===== config.mk =====
export PLATFORM = sky130hd
export DESIGN_NAME = irq_arbiter
export DESIGN_NICKNAME = d
export VERILOG_FILES = /design/src/rtl/irq_arbiter.sv
export SDC_FILE = /design/constraint.sdc
export NUM_CORES = 1
export LEC_CHECK = 0
export CAP_MARGIN = 20
export CORE_MARGIN = 2
export CORE_UTILIZATION = 41
export DETAILED_ROUTE_END_ITERATION = 12
export PLACE_DENSITY = 0.9
export SKIP_CTS_REPAIR_TIMING = 1
export SLEW_MARGIN = 40
export SYNTH_ARGS = -nofsm -noshare
export SYNTH_HDL_FRONTEND = slang
export SYNTH_SLANG_ARGS = --single-unit

===== constraint.sdc =====
create_clock -name clk -period 1.7 [get_ports clk]
set_clock_uncertainty 0.1 [all_clocks]
set_input_delay 0.255 -clock clk [delete_from_list [all_inputs] [get_ports clk]]
set_output_delay 0.255 -clock clk [all_outputs]
set_load 0.02 [all_outputs]

===== src/rtl/irq_arbiter.sv =====
// -----------------------------------------------------------------------------
// irq_arbiter
//
// Collects rising edges on N_SRC peripheral interrupt lines into a pending
// register, qualifies them with a software-writable enable mask and presents
// the highest-priority (lowest index) enabled source to the CPU on INT_irq.
// A request / acknowledge / end-of-interrupt handshake hands the source over
// to the CPU's interrupt-entry sequence; the source ID and its handler vector
// are held for the whole handshake.
//
// Ports
//   clk         system clock, rising edge
//   rst         asynchronous, active-high reset
//   irq_src     interrupt request lines (edge detected, synchronous to clk)
//   mask_we     mask write strobe
//   mask_wdata  new enable mask, bit=1 enables the source
//   INTA_irq    CPU acknowledge pulse (honoured only while requesting)
//   eoi         CPU end-of-interrupt pulse (honoured only while in service)
//   INT_irq     registered interrupt request to the CPU
//   int_id      ID of the requested / in-service source
//   int_vec     handler address VEC_BASE + int_id*4 (32-bit wrap)
//   mask        current enable mask
//   pending     current pending register
//   in_service  high while the CPU services an acknowledged interrupt
//   state       FSM state, for debug (IDLE=0, REQ=1, SERVICE=2)
// -----------------------------------------------------------------------------
module irq_arbiter #(
    parameter int          N_SRC    = 8,
    parameter int          ID_W     = 3,
    parameter logic [31:0] VEC_BASE = 32'h0000_0100
) (
    input  logic              clk,
    input  logic              rst,
    input  logic [N_SRC-1:0]  irq_src,
    input  logic              mask_we,
    input  logic [N_SRC-1:0]  mask_wdata,
    input  logic              INTA_irq,
    input  logic              eoi,
    output logic              INT_irq,
    output logic [ID_W-1:0]   int_id,
    output logic [31:0]       int_vec,
    output logic [N_SRC-1:0]  mask,
    output logic [N_SRC-1:0]  pending,
    output logic              in_service,
    output logic [1:0]        state
);

    typedef enum logic [1:0] {
        ST_IDLE    = 2'd0,
        ST_REQ     = 2'd1,
        ST_SERVICE = 2'd2,
        ST_BAD     = 2'd3
    } state_t;

    state_t             state_q, state_d;
    logic               int_irq_q, int_irq_d;
    logic [ID_W-1:0]    int_id_q, int_id_d;
    logic               in_service_q, in_service_d;
    logic [N_SRC-1:0]   mask_q, mask_d;
    logic [N_SRC-1:0]   pending_q, pending_d;
    logic [N_SRC-1:0]   irq_prev_q;

    logic [N_SRC-1:0]   rise;
    logic [N_SRC-1:0]   enabled;
    logic [N_SRC-1:0]   id_onehot;
    logic [N_SRC-1:0]   clr;
    logic               win_any;
    logic [ID_W-1:0]    win_id;
    logic               latched_live;

    // History resets to 0, so a line already high at reset release counts
    // as one edge.
    assign rise    = irq_src & ~irq_prev_q;
    assign enabled = pending_q & mask_q;

    // One-hot view of the latched ID; avoids out-of-range bit selects when
    // 2**ID_W exceeds N_SRC.
    assign id_onehot    = N_SRC'(1) << int_id_q;
    assign latched_live = |(enabled & id_onehot);

    // Fixed priority: scan from the top so the lowest set index wins.
    always_comb begin
        win_id  = '0;
        win_any = |enabled;
        for (int i = N_SRC - 1; i >= 0; i--) begin
            if (enabled[i]) begin
                win_id = ID_W'(i);
            end
        end
    end

    always_comb begin
        state_d      = state_q;
        int_irq_d    = int_irq_q;
        int_id_d     = int_id_q;
        in_service_d = in_service_q;
        clr          = '0;

        case (state_q)
            ST_IDLE: begin
                if (win_any) begin
                    int_id_d  = win_id;
                    int_irq_d = 1'b1;
                    state_d   = ST_REQ;
                end
            end

            // No preemption: int_id stays put until the CPU acknowledges
            // or the latched source stops being enabled-and-pending.
            ST_REQ: begin
                if (INTA_irq) begin
                    clr          = id_onehot;
                    int_irq_d    = 1'b0;
                    in_service_d = 1'b1;
                    state_d      = ST_SERVICE;
                end else if (!latched_live) begin
                    int_irq_d = 1'b0;
                    state_d   = ST_IDLE;
                end
            end

            ST_SERVICE: begin
                if (eoi) begin
                    in_service_d = 1'b0;
                    state_d      = ST_IDLE;
                end
            end

            default: begin
                int_irq_d    = 1'b0;
                in_service_d = 1'b0;
                state_d      = ST_IDLE;
            end
        endcase

        // A new edge landing in the same cycle as its acknowledge survives.
        pending_d = (pending_q & ~clr) | rise;
        mask_d    = mask_we ? mask_wdata : mask_q;
    end

    always_ff @(posedge clk or posedge rst) begin
        if (rst) begin
            state_q      <= ST_IDLE;
            int_irq_q    <= 1'b0;
            int_id_q     <= '0;
            in_service_q <= 1'b0;
            mask_q       <= '0;
            pending_q    <= '0;
            irq_prev_q   <= '0;
        end else begin
            state_q      <= state_d;
            int_irq_q    <= int_irq_d;
            int_id_q     <= int_id_d;
            in_service_q <= in_service_d;
            mask_q       <= mask_d;
            pending_q    <= pending_d;
            irq_prev_q   <= irq_src;
        end
    end

    assign INT_irq    = int_irq_q;
    assign int_id     = int_id_q;
    assign int_vec    = VEC_BASE + (32'(int_id_q) << 2);
    assign mask       = mask_q;
    assign pending    = pending_q;
    assign in_service = in_service_q;
    assign state      = state_q;

endmodule


-- Word level (Yosys, flattened, before mapping)
Cells that the tools add are included.
- flip-flop bits (word level): 31
- input port bits: 21
- output and inout port bits: 55
- word-level logic and storage cells: 53
- add/sub/neg operators: 1
- eq/ne operators: 6
- shift-type cells: 1
- muxes and demuxes: 22
- bitwise logic cells: 9
- reduce and logical (&&, ||, !) cells: 7
- operator list (operator ; number):
    $and A8 B8 Y8 ; 4
    $mux W3 ; 8
    $mux W8 ; 2
    $not A8 Y8 ; 2
    $reduce_or A8 Y1 ; 2
    $add A9 B5 Y10 const A ; 1
    $reduce_and A3 Y1 ; 3
    $mux W2 ; 4
    $or A8 B8 Y8 ; 1
    $shl A1 B3 Y8 const A ; 1
    $ne A2 B2 Y1 const B ; 3
    $pmux W1 S3 ; 2
    $pmux W2 S3 ; 1
    $mux W1 ; 5
    $ne A3 B3 Y1 const B ; 1
    $eq A2 B1 Y1 const B ; 1
    $eq A2 B2 Y1 const B ; 1
    $logic_not A2 Y1 ; 1
    $not A1 Y1 ; 2
    $reduce_and A2 Y1 ; 1

-- Logic depth before layout (Yosys ltp)
Gate-level depths: netlist (run 1).
- depth in word-level cells: 9
- mapped depth: 5
- depth with buffers taken out: 4

-- Worst setup path before layout (run 1)
No wires, ideal clock.
- path kind: register -> register
- from: register int_id_q[2], in the netlist int_id[2]
- to: register int_irq_q, in the netlist INT_irq
- setup time: 0.129 ns
- arrival time: 1.201 ns
- required time: 1.471 ns
- slack: 0.270 ns
- stages on the path, launching flop included: 6
- buffers on the path: 1
- clock period less this slack: 1.430 ns
- cells stage by stage: dfrtp_1 > buf_4 > nand4b_1 > nand3_1 > a22oi_1 > o21ai_1
- word-level cells in the longest chain between the ends: 5
- RTL lines (element ; RTL line ; text):
    from (decl) ; 57 ; logic [ID_W-1:0] int_id_q, int_id_d;
    from (signal assigned) ; 153 ; int_id_q <= int_id_d;
    $shl A1 B3 Y8 ; 78 ; assign id_onehot = N_SRC'(1) << int_id_q;
    $and A8 B8 Y8 ; 79 ; assign latched_live = |(enabled & id_onehot);
    $reduce_or A8 Y1 ; 79 ;
    $ne A3 B3 Y1 (no line) ; n/a ;
    $reduce_and A3 Y1 (no line) ; n/a ;
    to (signal assigned) ; 152 ; int_irq_q <= int_irq_d;
    to (decl) ; 56 ; logic int_irq_q, int_irq_d;
Every way passes these cells.
A chain may end at the register's enable or synchronous reset.

-- Worst setup path in the final report (run 1)
- from: register int_id_q[2], in the netlist int_id[2]
- to: output port int_id[2]
- RTL lines (element ; RTL line ; text):
    to (decl) ; 40 ; output logic [ID_W-1:0] int_id,
No word-level cell between the ends.

==> flow_metrics.env, run 1 <==
export IMPL_status="finished clean"
export IMPL_timing_final_crit_period_ns=1.64
export IMPL_insertedDiodeCount=0
export IMPL_drt_iter0_markers=78
export IMPL_drive_above_1_share=0.132
export IMPL_wire_per_inst_um=12.9
export IMPL_path_class="register to primary output"
export IMPL_fin_crit_sh=0.965
export IMPL_die_area_um2=4440
export IMPL_worstSetupEndpointType="primary output"
export IMPL_h_tree_depth_reported_by_cts=2
export IMPL_portBuffers=46
export IMPL_finalNetCount=225
export IMPL_finalSetupViolCount=0
export IMPL_net_switching_power_mw=1.23
export IMPL_synth_seq_area_share=0.482
export IMPL_detailroute_wirelength_met3_um=307
export IMPL_synthTopCellsByArea="sky130_fd_sc_hd__dfrtp_1 (48%), sky130_fd_sc_hd__buf_4 (15%), sky130_fd_sc_hd__mux2_2 (5.6%), sky130_fd_sc_hd__o21ai_0 (3.7%), sky130_fd_sc_hd__nand2_1 (2.8%)"
export IMPL_finalWeightedCongestion=0.854
export IMPL_cp_buffers_inverters=1
export IMPL_ir_drop_uv=777
export IMPL_cellLeakagePower_nw=1.07
export IMPL_synth_area_um2=1610
export IMPL_number_of_search_and_repair_iterations_in_the_first_detailed_routing_pass=5
export IMPL_floorplan_initialDensity=0.433
export IMPL_ys_types=31
export IMPL_placeableCoreArea_um2=3720
export IMPL_detailroute_via_count=1233
export IMPL_worstSkewPairLatency_ns=0.28
export IMPL_via_per_inst=4.87
export IMPL_critical_path_peak_fanout=3
export IMPL_grt_pass1_vias=1121
export IMPL_powerDensity_nw_per_um2=1480
export IMPL_grt_use_total=0.156
export IMPL_layout_area_overhead_vs_synth_pct=35.0
export IMPL_number_of_violations_of_the_max_capacitance_limit=0
export IMPL_synth_register_bits=31
export IMPL_fill_cells=317
export IMPL_synth_xor_area_share=0
export IMPL_total_i_o_pin_count=76
export IMPL_pin_count_of_the_biggest_net_entering_global_routing=32
export IMPL_cts_made_buffers=5
export IMPL_post_synth_cell_area_avg_um2=10.4
export IMPL_synth_yosys_warnings=0
export IMPL_detail_route_drc_violations=0
export IMPL_netlist_area_leader_share=0.482
export IMPL_hpwlAfterDp_mm=2.49
export IMPL_crit_reg2reg_launch="pending[5]"
export IMPL_yosys_area_share_adder=0
export IMPL_synthSimpleGateAreaFrac=0.116
export IMPL_wl_met1_mm=1.30
export IMPL_hold_ws_ns=0.243
export IMPL_timing_hold_violations_final=0
export IMPL_worstSetupStartpointType="register"
export IMPL_synth_compound_area_frac=0.157
export IMPL_die_width_um=66.7
export IMPL_ant_nets=0
export IMPL_proportion_of_power_drawn_by_combinational_gates=0.425
export IMPL_synth_largest_area_cell="sky130_fd_sc_hd__dfrtp_1"
export IMPL_timing_rr_end="INT_irq"
export IMPL_slew_violations=0
export IMPL_holdCritPathClass="input port to async pin"
export IMPL_number_of_antenna_violations_at_the_first_check_in_global_routing=0
export IMPL_grt_first_pass_wirelength_mm=5.15
export IMPL_cp_data_arrival_time_ns=1.29
export IMPL_grt_ovf=0
export IMPL_detailroute_wirelength_met2_mm=1.62
export IMPL_synth_top_family_by_area="buffers and inverters"
export IMPL_fp_dieH_um=66.7
export IMPL_tritoncts="built"
export IMPL_clockRootBuffer="sky130_fd_sc_hd__clkbuf_8"
export IMPL_clk_pin_slew_worst_setup_hold_paths_ns=0.07
export IMPL_fmax_ghz=0.610
export IMPL_power_report_internal_total_mw=1.98
export IMPL_final_core_util=0.585
export IMPL_clock_path_buffers=2
export IMPL_cp_top_family="buffers and inverters"
export IMPL_reg2reg_slack_ns=0.20
export IMPL_cts_num_sinks=31
export IMPL_sequence_of_cells_on_the_critical_path="clkdlybuf4s50_1"
export IMPL_critPathSlowestCell="sky130_fd_sc_hd__clkdlybuf4s50_1"
export IMPL_netlist_instances=155
export IMPL_p_seq_frac=0.352
export IMPL_clock_power_share=0.222
export IMPL_power_switching_fraction=0.383
export IMPL_worstPathRequired_ns=1.34
export IMPL_cp_slowest_stage_delay_ns=0.62
export IMPL_number_of_cell_instances_on_the_worst_register_to_register_path=4
export IMPL_wl_mm=3.27
export IMPL_synth_mux_area_frac=0.0559
export IMPL_fp_row_count=22
export IMPL_cp_depth=1
export IMPL_grt_setup_unrepaired="no"
export IMPL_highest_signal_layer="met4"
[routing by layer]
layer / track usage / up-vias
met5: 0 / -
met1: 0.202 / 574
met4: 0.0536 / 0
li1: - / 575
met3: 0.0473 / 9
met2: 0.249 / 75
[flip-flops by register name (all words and copies together) (netlist names)]
register    cells
pending         8
state           2
in_service      1
int_id          3
irq_prev_q      8
mask            8
INT_irq         1
[metrics by stage]
step | cell area, um^2 | power [mW] | TNS (ns) | worst slack (ns) | std cells
final | 2170 | 3.21 | 0 | 0.0598 | 253
after global routing | 2170 | 3.42 | 0 | 0.00918 | 253
after CTS | 2120 | 3.26 | -0.691 | -0.114 | 253
after detailed placement | 2010 | 2.54 | 0 | 0.0261 | 245
after global placement | 2010 | 2.50 | 0 | 0.0740 | 245
after floorplan | 1710 | 2.03 | 0 | 0.270 | 182
[cells by family after synthesis]
kind of cell / Yosys count
buffers and inverters: 46
multiplexers: 8
flip-flops: 31
AND/OR/NAND/NOR: 31
AO/OA/AOI/OAI: 37
other: 2
[cell type report]
| class | instances | area, um^2 | share of cell area |
|---|---|---|---|
| Clock buffer | 5 | 68.8 | 0.0316 |
| Clock inverter | 3 | 43.8 | 0.0201 |
| Inverter | 11 | 41.3 | 0.0190 |
| Multi-Input combinational cell | 105 | 638 | 0.293 |
| Sequential cell | 31 | 777 | 0.357 |
| Tap cell | 48 | 60.1 | 0.0276 |
| Timing Repair Buffer | 50 | 546 | 0.251 |
[layout by cell type (no fill, tap or decap), types with 4 or more instances in the layout]
cell,synthesis,final
sky130_fd_sc_hd__dfrtp_1,31,30
sky130_fd_sc_hd__conb_1,2,29
sky130_fd_sc_hd__clkdlybuf4s50_1,0,24
sky130_fd_sc_hd__dlymetal6s2s_1,0,22
sky130_fd_sc_hd__nand2_1,12,12
sky130_fd_sc_hd__o21ai_0,12,12
sky130_fd_sc_hd__inv_1,10,10
sky130_fd_sc_hd__mux2_2,8,8
sky130_fd_sc_hd__a21oi_1,5,5
sky130_fd_sc_hd__o21ai_1,5,5
sky130_fd_sc_hd__clkbuf_8,0,5
sky130_fd_sc_hd__a22oi_1,4,4
sky130_fd_sc_hd__buf_4,33,4
[synth_stat cells]
library cell and number:
sky130_fd_sc_hd__o31ai_1 3, sky130_fd_sc_hd__o21ai_1 5, sky130_fd_sc_hd__a22oi_1 4, sky130_fd_sc_hd__nand4bb_1 3, sky130_fd_sc_hd__or2_0 1, sky130_fd_sc_hd__inv_2 1, sky130_fd_sc_hd__buf_4 33, sky130_fd_sc_hd__a41o_2 1
sky130_fd_sc_hd__conb_1 2, sky130_fd_sc_hd__mux2_2 8, sky130_fd_sc_hd__o21ai_0 12, sky130_fd_sc_hd__nand4_1 2, sky130_fd_sc_hd__inv_1 10, sky130_fd_sc_hd__a222oi_1 1, sky130_fd_sc_hd__or2_1 1, sky130_fd_sc_hd__o41ai_2 1
sky130_fd_sc_hd__buf_2 1, sky130_fd_sc_hd__dfrtp_1 31, sky130_fd_sc_hd__nand3b_1 1, sky130_fd_sc_hd__nand4b_1 3, sky130_fd_sc_hd__a22oi_2 1, sky130_fd_sc_hd__nor2_1 3, sky130_fd_sc_hd__a32o_1 2, sky130_fd_sc_hd__a21oi_1 5
sky130_fd_sc_hd__o211ai_2 1, sky130_fd_sc_hd__nand2b_1 3, sky130_fd_sc_hd__nand3_1 1, sky130_fd_sc_hd__a21boi_1 1, sky130_fd_sc_hd__nand2_1 12, sky130_fd_sc_hd__nand2b_4 1, sky130_fd_sc_hd__clkbuf_1 1
[how the worst max path moves through the flow]
stage,start,to
floorplan,int_id[2],INT_irq
detailed placement,INTA_irq,pending[5]
global placement,INTA_irq,pending[3]
CTS,int_id[1],int_vec[3]
global route,int_id[2],int_vec[4]
finish,int_id[2],int_id[2]
[power by group through the flow]
| stage | clock [mW] | sequential [mW] | combinational [mW] |
|---|---|---|---|
| final | 0.713 | 1.13 | 1.37 |
| after global routing | 0.769 | 1.17 | 1.48 |
| after detailed placement | 0 | 1.14 | 1.39 |
| after global placement | 0 | 1.14 | 1.36 |
| after CTS | 0.734 | 1.13 | 1.40 |
| after floorplan | 0 | 1.27 | 0.765 |
[worst reg2reg max path: stages (launching register included)]
cell                       delay, ns
sky130_fd_sc_hd__dfrtp_1        0.43
sky130_fd_sc_hd__a22oi_1        0.32
sky130_fd_sc_hd__a41o_2         0.31
sky130_fd_sc_hd__a21boi_1       0.16
sky130_fd_sc_hd__o21ai_1        0.07
Power figures use the tool's default switching activity.
==> run 2, diff against run 1 <==
Settings changed: CORE_MARGIN 2 to 1.5.
==> run 2 against run 1 <==
Clock power is 4.6% lower. Combinational power hardly changed. Core utilization is 0.40 points lower. Worst setup slack worse by 0.0037 ns. Non-clock buffer count stayed put. First-iteration DRC count is 19% higher. Routed wire length is 3.6% higher. Die area is 3.0% lower. Sequential share of layout area is 0.25 points higher. Via count stayed put. Global-route usage is 1.5 points higher. Largest power group unchanged.
==> flow_metrics.env, run 2 (synthesis gave the netlist of run 1 again) <==
export IMPL_fp_row_count=22
export IMPL_drive_above_1_share=0.123
export IMPL_path_class="register to primary output"
export IMPL_final_core_util=0.581
export IMPL_layout_area_overhead_vs_synth_pct=34.1
export IMPL_via_per_inst=4.89
export IMPL_hold_ws_ns=0.237
export IMPL_critPathSlowestCell="sky130_fd_sc_hd__clkdlybuf4s50_1"
export IMPL_finalWeightedCongestion=0.843
export IMPL_ir_drop_uv=603
export IMPL_clock_path_buffers=2
export IMPL_worstPathRequired_ns=1.34
export IMPL_cp_buffers_inverters=1
export IMPL_ant_nets=0
export IMPL_placeableCoreArea_um2=3720
export IMPL_fin_crit_sh=0.967
export IMPL_number_of_violations_of_the_max_capacitance_limit=0
export IMPL_grt_pass1_vias=1129
export IMPL_cp_slowest_stage_delay_ns=0.62
export IMPL_finalNetCount=225
export IMPL_pin_count_of_the_biggest_net_entering_global_routing=32
export IMPL_die_area_um2=4310
export IMPL_h_tree_depth_reported_by_cts=2
export IMPL_tritoncts="built"
export IMPL_cellLeakagePower_nw=1.06
export IMPL_hpwlAfterDp_mm=2.47
export IMPL_number_of_antenna_violations_at_the_first_check_in_global_routing=0
export IMPL_detailroute_via_count=1233
export IMPL_timing_final_crit_period_ns=1.64
export IMPL_powerDensity_nw_per_um2=1480
export IMPL_detail_route_drc_violations=0
export IMPL_total_i_o_pin_count=76
export IMPL_cts_made_buffers=5
export IMPL_fill_cells=312
export IMPL_slew_violations=0
export IMPL_worstSkewPairLatency_ns=0.28
export IMPL_cp_data_arrival_time_ns=1.29
export IMPL_worstSetupEndpointType="primary output"
export IMPL_cp_top_family="buffers and inverters"
export IMPL_status="finished clean"
export IMPL_finalSetupViolCount=0
export IMPL_die_width_um=65.7
export IMPL_worstSetupStartpointType="register"
export IMPL_mostFrequentLayoutCell="sky130_fd_sc_hd__dfrtp_1"
export IMPL_grt_use_total=0.172
export IMPL_timing_hold_violations_final=0
export IMPL_number_of_search_and_repair_iterations_in_the_first_detailed_routing_pass=4
export IMPL_critical_path_peak_fanout=4
export IMPL_sequence_of_cells_on_the_critical_path="clkdlybuf4s50_1"
export IMPL_drt_iter0_markers=93
export IMPL_portBuffers=46
export IMPL_wl_mm=3.39
export IMPL_grt_first_pass_wirelength_mm=5.38
export IMPL_clk_pin_slew_worst_setup_hold_paths_ns=0.06
export IMPL_holdCritPathClass="input port to async pin"
export IMPL_grt_setup_unrepaired="no"
export IMPL_layout_cells_most_common_list="sky130_fd_sc_hd__dfrtp_1 (30), sky130_fd_sc_hd__conb_1 (29), sky130_fd_sc_hd__clkdlybuf4s50_1 (26), sky130_fd_sc_hd__dlymetal6s2s_1 (20)"
export IMPL_cts_num_sinks=31
export IMPL_wire_per_inst_um=13.4
export IMPL_tns_ns=0
export IMPL_fmax_ghz=0.608
export IMPL_fp_dieH_um=65.7
export IMPL_grt_ovf=0
export IMPL_floorplan_initialDensity=0.433
export IMPL_clockRootBuffer="sky130_fd_sc_hd__clkbuf_8"
export IMPL_insertedDiodeCount=0
## run 2: layout make-up
class | count | area, um^2 | area share
clock buffers | 6 | 72.6 | 0.0336
flip-flops and latches | 31 | 777 | 0.360
inverters | 11 | 41.3 | 0.0191
repair buffers | 50 | 541 | 0.250
multi-input cells | 105 | 638 | 0.295
clock inverters | 1 | 30.0 | 0.0139
well taps | 48 | 60.1 | 0.0278
## run 2: final timing paths
| path | to | start | cells past startpoint | slack [ns] |
|---|---|---|---|---|
| worst max-delay path | mask[4] | mask[4] | 1 | 0.06 |
| worst min-delay path | irq_prev_q[2] | rst | 3 | 0.24 |
| worst max register to register | INT_irq | pending[6] | 4 | 0.19 |
| worst min register to register | pending[0] | irq_prev_q[0] | 1 | 0.30 |
| max in group asynchronous | int_id[1] | rst | 3 | 0.96 |
| min in group clk | pending[0] | irq_prev_q[0] | 1 | 0.30 |
## run 2: through the flow
| step | area [um^2] | instances | setup slack, ns | power (mW) |
|---|---|---|---|---|
| after global placement | 2010 | 245 | 0.0792 | 2.50 |
| final | 2160 | 252 | 0.0561 | 3.19 |
| after CTS | 2110 | 252 | -0.127 | 3.23 |
| after floorplan | 1710 | 182 | 0.270 | 2.03 |
| after detailed placement | 2010 | 245 | 0.0539 | 2.53 |
| after global routing | 2160 | 252 | 0.00909 | 3.38 |
## run 2: per-layer routing
metal  part of all wire  up-vias  wire length (um)  global-route usage
met1               0.40      591              1360               0.211
met3              0.068        7               231              0.0462
met2               0.51       60              1720               0.273
met5                  0        -                 0                   0
li1                   -      575                 -                   -
met4              0.022        0                75              0.0938
## run 2: report_power, final
group	switching, mW	leakage [nW]	internal, mW
clock	0.251	0.0513	0.428
sequential	0.231	0.342	0.905
combinational	0.733	0.664	0.642
==> run 3, diff against run 2 <==
Settings changed: SKIP_CTS_REPAIR_TIMING 1 to unset.
==> run 3 against run 2 <==
Critical path depth did not move. Worst setup slack lost 0.0027 ns. Via count decreased by 0.49%. Register-to-register slack about the same. Count of clock-buffer cells in the layout did not move. Cell count unchanged. Combinational power down 5%. First-iteration DRC count down 38%. Design area shrank 3.1%.
==> flow_metrics.env, run 3 (synthesis gave the netlist of run 1 again) <==
export IMPL_critPathSlowestCell="sky130_fd_sc_hd__clkdlybuf4s50_1"
export IMPL_detailroute_via_count=1227
export IMPL_worstSkewPairLatency_ns=0.28
export IMPL_tns_ns=0
export IMPL_timing_final_crit_period_ns=1.65
export IMPL_number_of_search_and_repair_iterations_in_the_first_detailed_routing_pass=5
export IMPL_finalWorstSetupSlack_ns=0.0534
export IMPL_floorplan_initialDensity=0.433
export IMPL_number_of_antenna_violations_at_the_first_check_in_global_routing=0
export IMPL_clockRootBuffer="sky130_fd_sc_hd__clkbuf_8"
export IMPL_tritoncts="built"
export IMPL_clock_path_buffers=2
export IMPL_cp_data_arrival_time_ns=1.29
export IMPL_hold_ws_ns=0.232
export IMPL_finalNetCount=225
export IMPL_multiInputGateArea_um2=638
export IMPL_ir_drop_uv=603
export IMPL_final_core_util=0.563
export IMPL_cp_top_family="buffers and inverters"
export IMPL_grt_first_pass_wirelength_mm=5.38
export IMPL_portBuffers=46
export IMPL_powerDensity_nw_per_um2=1490
export IMPL_die_area_um2=4310
export IMPL_worstSetupStartpointType="register"
export IMPL_cts_made_buffers=5
export IMPL_grt_ovf=0
export IMPL_cellLeakagePower_nw=0.944
export IMPL_fill_cells=335
export IMPL_worstPathRequired_ns=1.34
export IMPL_drive_above_1_share=0.123
export IMPL_register_area_um2=777
export IMPL_number_of_hold_buffers_added_after_cts=0
export IMPL_layout_cells_most_common_list="sky130_fd_sc_hd__dfrtp_1 (30), sky130_fd_sc_hd__conb_1 (29), sky130_fd_sc_hd__clkdlybuf4s50_1 (26), sky130_fd_sc_hd__dlygate4sd2_1 (18)"
export IMPL_grt_setup_unrepaired="no"
export IMPL_grt_pass1_vias=1127
export IMPL_insertedDiodeCount=0
export IMPL_dpl_cell_area_um2=2010
export IMPL_hpwlAfterDp_mm=2.47
export IMPL_clk_pin_slew_worst_setup_hold_paths_ns=0.06
export IMPL_cp_buffers_inverters=1
export IMPL_pin_count_of_the_biggest_net_entering_global_routing=32
export IMPL_grt_use_total=0.172
export IMPL_finalSetupViolCount=0
export IMPL_placed_cells=245
export IMPL_h_tree_depth_reported_by_cts=2
export IMPL_die_width_um=65.7
export IMPL_drt_iter0_markers=58
export IMPL_ant_nets=0
export IMPL_path_class="register to primary output"
export IMPL_timing_hold_violations_final=0
export IMPL_sequence_of_cells_on_the_critical_path="clkdlybuf4s50_1"
export IMPL_wire_per_inst_um=13.3
export IMPL_holdCritPathClass="input port to async pin"
export IMPL_layout_area_overhead_vs_synth_pct=29.9
export IMPL_pre_cts_ws_ns=0.0539
export IMPL_fmax_ghz=0.607
export IMPL_mostFrequentLayoutCell="sky130_fd_sc_hd__dfrtp_1"
export IMPL_finish_instance_area_um2=2090
export IMPL_total_i_o_pin_count=76
export IMPL_fp_dieH_um=65.7
export IMPL_critical_path_peak_fanout=4
export IMPL_worstSetupEndpointType="primary output"
export IMPL_status="finished clean"
export IMPL_fp_row_count=22
export IMPL_cts_num_sinks=31
export IMPL_detail_route_drc_violations=0
export IMPL_placeableCoreArea_um2=3720
export IMPL_total_power_mw=3.13
export IMPL_cp_slowest_stage_delay_ns=0.62
export IMPL_slew_violations=0
export IMPL_number_of_violations_of_the_max_capacitance_limit=0
export IMPL_via_per_inst=4.87
export IMPL_wl_mm=3.34
export IMPL_finalWeightedCongestion=0.843
export IMPL_final_cell_count_no_fill=252
export IMPL_fin_crit_sh=0.969
## run 3: cell types whose count changed in the layout (fill, tap and decap cells not counted), sizes merged
cell | before | now
dlymetal6s2s | 20 | 2
dlygate4sd2 | 0 | 18
## run 3: metal layers
layer  track usage  vias up  wire length [um]
met5             0        -                 0
met4        0.0938        0                80
met3        0.0462        9               225
met2         0.274       54              1660
met1         0.210      589              1380
li1              -      575                 -
## run 3: final timing paths
check	from	end	depth (start not counted)	slack, ns
max reg2reg	pending[5]	INT_irq	4	0.18
max in group asynchronous	rst	int_id[1]	3	0.96
min in group clk	irq_prev_q[0]	pending[0]	1	0.30
min reg2reg	irq_prev_q[0]	pending[0]	1	0.30
min	rst	irq_prev_q[2]	3	0.23
max	mask[4]	mask[4]	1	0.05
## run 3: power breakdown
part,internal (mW),switching (mW),leakage (nW)
sequential,0.905,0.232,0.342
clock,0.428,0.252,0.0513
combinational,0.579,0.730,0.550
total,1.91,1.21,0.944
## run 3: worst register-to-register path, cell delays in order, from the launching register on
cell                       delay (ns)
sky130_fd_sc_hd__dfrtp_1         0.42
sky130_fd_sc_hd__a22oi_1         0.33
sky130_fd_sc_hd__a41o_2          0.31
sky130_fd_sc_hd__a21boi_1        0.16
sky130_fd_sc_hd__o21ai_1         0.07
## run 3: area by class of cell
class,instances,share of cell area
Sequential cell,31,0.371
Clock buffer,6,0.0347
Tap cell,48,0.0287
Clock inverter,1,0.0144
Inverter,11,0.0197
Timing Repair Buffer,50,0.226
Multi-Input combinational cell,105,0.305
## run 3: repair_timing
action | CTS | global route
resized for setup | 19 | 2
buffers inserted | 0 | 0
endpoints found under the setup margin | 18 | 2
